[src/rtl/gf2_solver_pkg.sv]
// Shared definitions for the GF(2) Gauss-Jordan solver: state encoding, row width
// and the flat-matrix index helper.
package gf2_solver_pkg;

    localparam int DEF_N = 4;
    localparam int ROW_W = DEF_N + 1;

    typedef enum logic [2:0] {
        IDLE,
        PIVOT,
        ELIM,
        DONE,
        CHECK
    } state_t;

    // Bit position of A_c_r inside a column-major flattened matrix.
    function automatic int a_idx(input int c, input int r, input int n);
        return c * n + r;
    endfunction

endpackage

[src/rtl/gf2_pivot_select.sv]
// Combinational pivot finder: lowest-index row p >= k whose column-k bit is set.
module gf2_pivot_select #(
    parameter int N = 4,
    localparam int KW = $clog2(N)
) (
    input  logic [N-1:0]  col,
    input  logic [KW-1:0] k,
    output logic [KW-1:0] p,
    output logic          found
);

    always_comb begin
        // NOTE: every output gets a default first so no path through the loop infers a latch.
        p     = '0;
        found = 1'b0;
        // Scanning downward lets the lowest qualifying row win.
        for (int r = N - 1; r >= 0; r--) begin
            if (col[r] && (r >= int'(k))) begin
                p     = KW'(r);
                found = 1'b1;
            end
        end
    end

endmodule

[src/rtl/gf2_linear_solver.sv]
// Sequential Gauss-Jordan solver for A*v = u over GF(2) with valid/ready on both sides.
// Optional build macro GF2_SOLVER_CHECK_EN adds a one-cycle A*v == u self-check.
module gf2_linear_solver
    import gf2_solver_pkg::*;
#(
    parameter int N = 4
) (
    input  logic           clk,
    input  logic           rst_n,
    input  logic           in_valid,
    output logic           in_ready,
    input  logic [N*N-1:0] a_flat,
    input  logic [N-1:0]   u_flat,
    output logic           out_valid,
    input  logic           out_ready,
    output logic [N-1:0]   v_flat,
    output logic           singular,
    output logic           check_fail
);

    localparam int RW = N + 1;
    localparam int KW = $clog2(N);
    localparam int IW = $clog2(RW);

    state_t        state;
    logic [RW-1:0] rows [N];
    logic [KW-1:0] k;
    logic [N-1:0]  v_reg;
    logic          sing_reg;
    logic          out_valid_reg;
    logic          in_ready_reg;

    logic [IW-1:0] k_bit;
    logic [N-1:0]  col_k;
    logic [KW-1:0] piv;
    logic          piv_found;
    logic [RW-1:0] load_rows [N];
    logic [RW-1:0] elim_rows [N];
    logic [N-1:0]  elim_v;
    logic          accept;

    assign accept = (state == IDLE) && in_valid && in_ready_reg;
    assign k_bit  = IW'(k);

    always_comb begin
        for (int r = 0; r < N; r++) begin
            col_k[r]     = rows[r][k_bit];
            load_rows[r] = '0;
            for (int c = 0; c < N; c++) begin
                load_rows[r][c] = a_flat[a_idx(c, r, N)];
            end
            load_rows[r][N] = u_flat[r];
        end
    end

    gf2_pivot_select #(.N(N)) u_pivot (
        .col   (col_k),
        .k     (k),
        .p     (piv),
        .found (piv_found)
    );

    // All rows read pre-update values; once column N-1 is cleared, row c's RHS bit is v_c.
    always_comb begin
        for (int r = 0; r < N; r++) begin
            elim_rows[r] = rows[r];
            if ((r != int'(k)) && rows[r][k_bit]) begin
                elim_rows[r] = rows[r] ^ rows[k];
            end
            elim_v[r] = elim_rows[r][N];
        end
    end

    always_ff @(posedge clk or negedge rst_n) begin
        if (!rst_n) begin
            state         <= IDLE;
            k             <= '0;
            v_reg         <= '0;
            sing_reg      <= 1'b0;
            out_valid_reg <= 1'b0;
            in_ready_reg  <= 1'b0;
            // NOTE: the row file is small flops, not RAM, so clearing it on reset is cheap and keeps aborts clean.
            for (int r = 0; r < N; r++) begin
                rows[r] <= '0;
            end
        end else begin
            // NOTE: non-blocking assignments so every row swap/XOR sees the pre-edge values.
            case (state)
                IDLE: begin
                    in_ready_reg <= 1'b1;
                    if (accept) begin
                        for (int r = 0; r < N; r++) begin
                            rows[r] <= load_rows[r];
                        end
                        k            <= '0;
                        v_reg        <= '0;
                        sing_reg     <= 1'b0;
                        in_ready_reg <= 1'b0;
                        state        <= PIVOT;
                    end
                end
                PIVOT: begin
                    if (piv_found) begin
                        for (int r = 0; r < N; r++) begin
                            if (r == int'(k)) begin
                                rows[r] <= rows[piv];
                            end else if (r == int'(piv)) begin
                                rows[r] <= rows[k];
                            end
                        end
                        state <= ELIM;
                    end else begin
                        sing_reg      <= 1'b1;
                        v_reg         <= '0;
                        out_valid_reg <= 1'b1;
                        state         <= DONE;
                    end
                end
                ELIM: begin
                    for (int r = 0; r < N; r++) begin
                        rows[r] <= elim_rows[r];
                    end
                    if (k == KW'(N - 1)) begin
                        v_reg <= elim_v;
`ifdef GF2_SOLVER_CHECK_EN
                        state <= CHECK;
`else
                        out_valid_reg <= 1'b1;
                        state         <= DONE;
`endif
                    end else begin
                        k     <= k + 1'b1;
                        state <= PIVOT;
                    end
                end
                CHECK: begin
                    out_valid_reg <= 1'b1;
                    state         <= DONE;
                end
                DONE: begin
                    if (out_ready) begin
                        out_valid_reg <= 1'b0;
                        in_ready_reg  <= 1'b1;
                        state         <= IDLE;
                    end
                end
                default: state <= IDLE;
            endcase
        end
    end

`ifdef GF2_SOLVER_CHECK_EN
    logic [N*N-1:0] a_copy;
    logic [N-1:0]   u_copy;
    logic [N-1:0]   recomputed;
    logic           check_reg;

    // A*v is the XOR of the columns of A selected by the set bits of v.
    always_comb begin
        recomputed = '0;
        for (int c = 0; c < N; c++) begin
            if (v_reg[c]) begin
                recomputed = recomputed ^ a_copy[c*N +: N];
            end
        end
    end

    always_ff @(posedge clk or negedge rst_n) begin
        if (!rst_n) begin
            a_copy    <= '0;
            u_copy    <= '0;
            check_reg <= 1'b0;
        end else if (accept) begin
            a_copy    <= a_flat;
            u_copy    <= u_flat;
            check_reg <= 1'b0;
        end else if (state == CHECK) begin
            check_reg <= (recomputed != u_copy);
        end
    end

    assign check_fail = check_reg;
`else
    assign check_fail = 1'b0;
`endif

    assign in_ready  = in_ready_reg;
    assign out_valid = out_valid_reg;
    assign v_flat    = v_reg;
    assign singular  = sing_reg;

endmodule

[config.mk]
export PLATFORM = sky130hd
export DESIGN_NAME = gf2_linear_solver
export DESIGN_NICKNAME = d
export VERILOG_FILES = /design/src/rtl/gf2_solver_pkg.sv /design/src/rtl/gf2_pivot_select.sv /design/src/rtl/gf2_linear_solver.sv
export SDC_FILE = /design/constraint.sdc
export NUM_CORES = 1
export LEC_CHECK = 0
export CAP_MARGIN = 10
export CORE_AREA = 8 8 86 88
export CTS_BUF_LIST = sky130_fd_sc_hd__clkbuf_16
export CTS_CLUSTER_SIZE = 25
export DETAILED_ROUTE_END_ITERATION = 7
export DIE_AREA = 0 0 94 96
export PLACE_DENSITY = 0.85
export SLEW_MARGIN = 25
export SYNTH_ARGS = -nofsm -noshare
export SYNTH_HDL_FRONTEND = slang
export SYNTH_SLANG_ARGS = --single-unit
[constraint.sdc]
create_clock -name clk -period 3.4 [get_ports clk]
set_input_delay 0.68 -clock clk [delete_from_list [all_inputs] [get_ports clk]]
set_output_delay 0.68 -clock clk [all_outputs]
set_load 0.05 [all_outputs]
==> results_dict.tcl <==
set metrics [dict create \
    tightestPinTransition_ps 814 \
    ys_async_sr_fraction_pct 100 \
    hold_violations 0 \
    grtUsageTotal_pct 22.0 \
    ios 32 \
    yosys-top-cells-area "dfrtp_1 (26%), nand2_1 (5.2%), nor2_1 (4.7%)" \
    run_status "completed" \
    crit_fanout 19 \
    fin_tns_setup_ps 0 \
    synth_compound_area_share_pct 26.4 \
    row_count 29 \
    core_mm2 0.00610 \
    synth_nets 411 \
    synth-main-ff-cell "dfrtp_1" \
    cp-end-kind "flop" \
    synth_top_area_share_pct 25.8 \
    via_per_inst 6.47 \
    top_layer "met4" \
    met1_length_mm 3.97 \
    cts_hold_buf 0 \
    worstPathArrival_ps 3220 \
    synth_edf_count 0 \
    drt_iter0_markers 286 \
    port_buffers 30 \
    grt_overflow 0 \
    r2r-start "k[1]" \
    holdPathStages 2 \
    min_path_type "flop to flop" \
    max-cap-violations 0 \
    ys_ff_latch 31 \
    firstDrtPassIters 5 \
    insertion_delay_ps 270 \
    yosys.area_share.xor_xnor_pct 6.11 \
    cts_root_buffer "clkbuf_16" \
    rsz0062_at_grt "no" \
    syn_area_mm2 0.00301 \
    fmax_mhz 330 \
    wl_met2_mm 4.64 \
    min_to "v_flat[1]" \
    syn_area_per_cell_um2 7.99 \
    synth_top_area_cell "dfrtp_1" \
    synth_cells 377 \
    yosys_warnings 0 \
    die_area_mm2 0.00902 \
    grt_start_max_net_pins 32 \
    finClkSkew_ps 6.60 \
    cts_tree "done" \
    post_drt_wl_per_cell_um 19.9 \
    layout.nets 441 \
    grt_pass1_wl_mm 15.7 \
    ant_nets 0 \
    ctsResizeCount 0 \
    area_delta_synth_final_pct 17.8 \
    die_h_um 96 \
    dpl.hpwl_mm 7.29 \
    seq_area_frac_synth_pct 25.8 \
    vias 3133 \
    cts_buffers 5 \
    utilization_pct 58.2 \
    maxSlewHeadroom_pct 45.4 \
    synth_top_family_by_area "compound AO/OA/AOI/OAI gates" \
    final.period_utilization_pct 89.3 \
    antenna_found_initial 0 \
    h-tree-depth 2 \
    gp_congestion 0.959 \
    min_from "v_flat[1]" \
    largest_register "rows" \
    r2r-end "rows[18]" \
    grt_pass1_vias 3066 \
    cts.sinks 31 \
    reg2reg_depth 8 \
    clockBufferDepth 2 \
    final_cell_mix "nand2_1 (42), nor2_1 (38), dfrtp_1 (31)" \
    startpoint_type "flop" \
    finalMaxSlewViolations 0 \
    setup-violations-final 0 \
    cts_setup_buffers 0 \
    start_util_pct 49.4 \
    diodes 0 \
    drive_gt1_share_pct 10.8 \
    drt-total-wl_mm 9.63 \
    ys_types 56 \
    critical_path_required_ps 3590 \
    synth_fa_ha_area_share_pct 4.16 \
    largest_reg_flops 20 \
    path_class "flop to flop" \
    synthSimpleGateAreaFrac_pct 21.1 \
    fin_crit_ps 3030 \
    clk_pin_slew_ps 50 \
    die_x_um 94 \
    ff2ff_setup_slack_ps 370 \
    layout_commonest_cell "nand2_1" \
    synthMuxAreaShare_pct 10.4 \
    wl_met3_um 757 \
    drc 0 \
]
## cell families after synthesis
group                      Yosys count
and+or+nand+nor                    136
AOI/OAI and AO/OA                  113
buffers and inverters               41
DFF                                 31
muxes                               24
xor gates and xnor gates            21
adders and majority gates           10
other                                1
## critical path, stage by stage (launching register included)
cell      delay (ps)
dfrtp_1          500
buf_4            320
mux2_2           370
a221o_1          330
or3_4            370
o31a_1           420
o211a_4          250
and2_4           180
a221oi_2         210
## metrics by stage
step,area (um^2),worst slack [ps],instances,hold WS (ps)
after global routing,3550,222,484,554
after floorplan,3010,115,377,384
final,3550,365,484,527
after CTS,3550,392,484,532
after global placement,3410,481,477,486
after detailed placement,3410,408,477,520
## how the worst max path moves through the flow
stage                     start        to  slack [ps]  cells past startpoint
final                      k[1]  rows[18]         370                      8
after global routing       k[1]  rows[17]         220                      8
after CTS                  k[1]  rows[18]         390                      8
after detailed placement   k[1]  rows[18]         410                      8
after global placement     k[1]  rows[18]         480                      8
after floorplan            k[1]   rows[1]         120                     13
## metal layers
metal  up-vias  global-route usage, %
met5         -                      0
met4         0                   9.51
met3        28                   4.21
met2       164                   36.0
met1      1497                   27.7
li1       1444                      -
## area by class of cell
class / instances / area, um^2
multi-input combinational: 305 / 2060
timing repair buffer: 45 / 413
clock inverter: 2 / 8.76
fill: 562 / 2550
sequential: 31 / 776
clock buffer: 5 / 125
inverter: 19 / 71.3
tap: 77 / 96.3
## cells in the mapped netlist, types with 3 or more instances
library cell / n
o22ai_1: 13
ha_1: 10
a31oi_1: 12
nand3_1: 14
o221ai_1: 5
nor4_1: 4
and2_1: 6
nor3b_1: 4
o21ai_0: 22
mux4_2: 5
a21oi_1: 13
nor2b_1: 3
o211ai_1: 8
inv_1: 17
xor2_1: 15
nand2b_1: 7
nor2_1: 38
buf_1: 3
xnor2_1: 6
clkbuf_1: 12
mux2i_1: 10
mux2_2: 9
buf_2: 3
o31ai_1: 7
nand2_1: 42
a211oi_1: 8
o32ai_1: 3
and3_1: 3
nor3_1: 9
dfrtp_1: 31
Power is left out: the tool's default activity adds up to more than one toggle a clock period on the data nets, which glitch-free logic cannot reach.
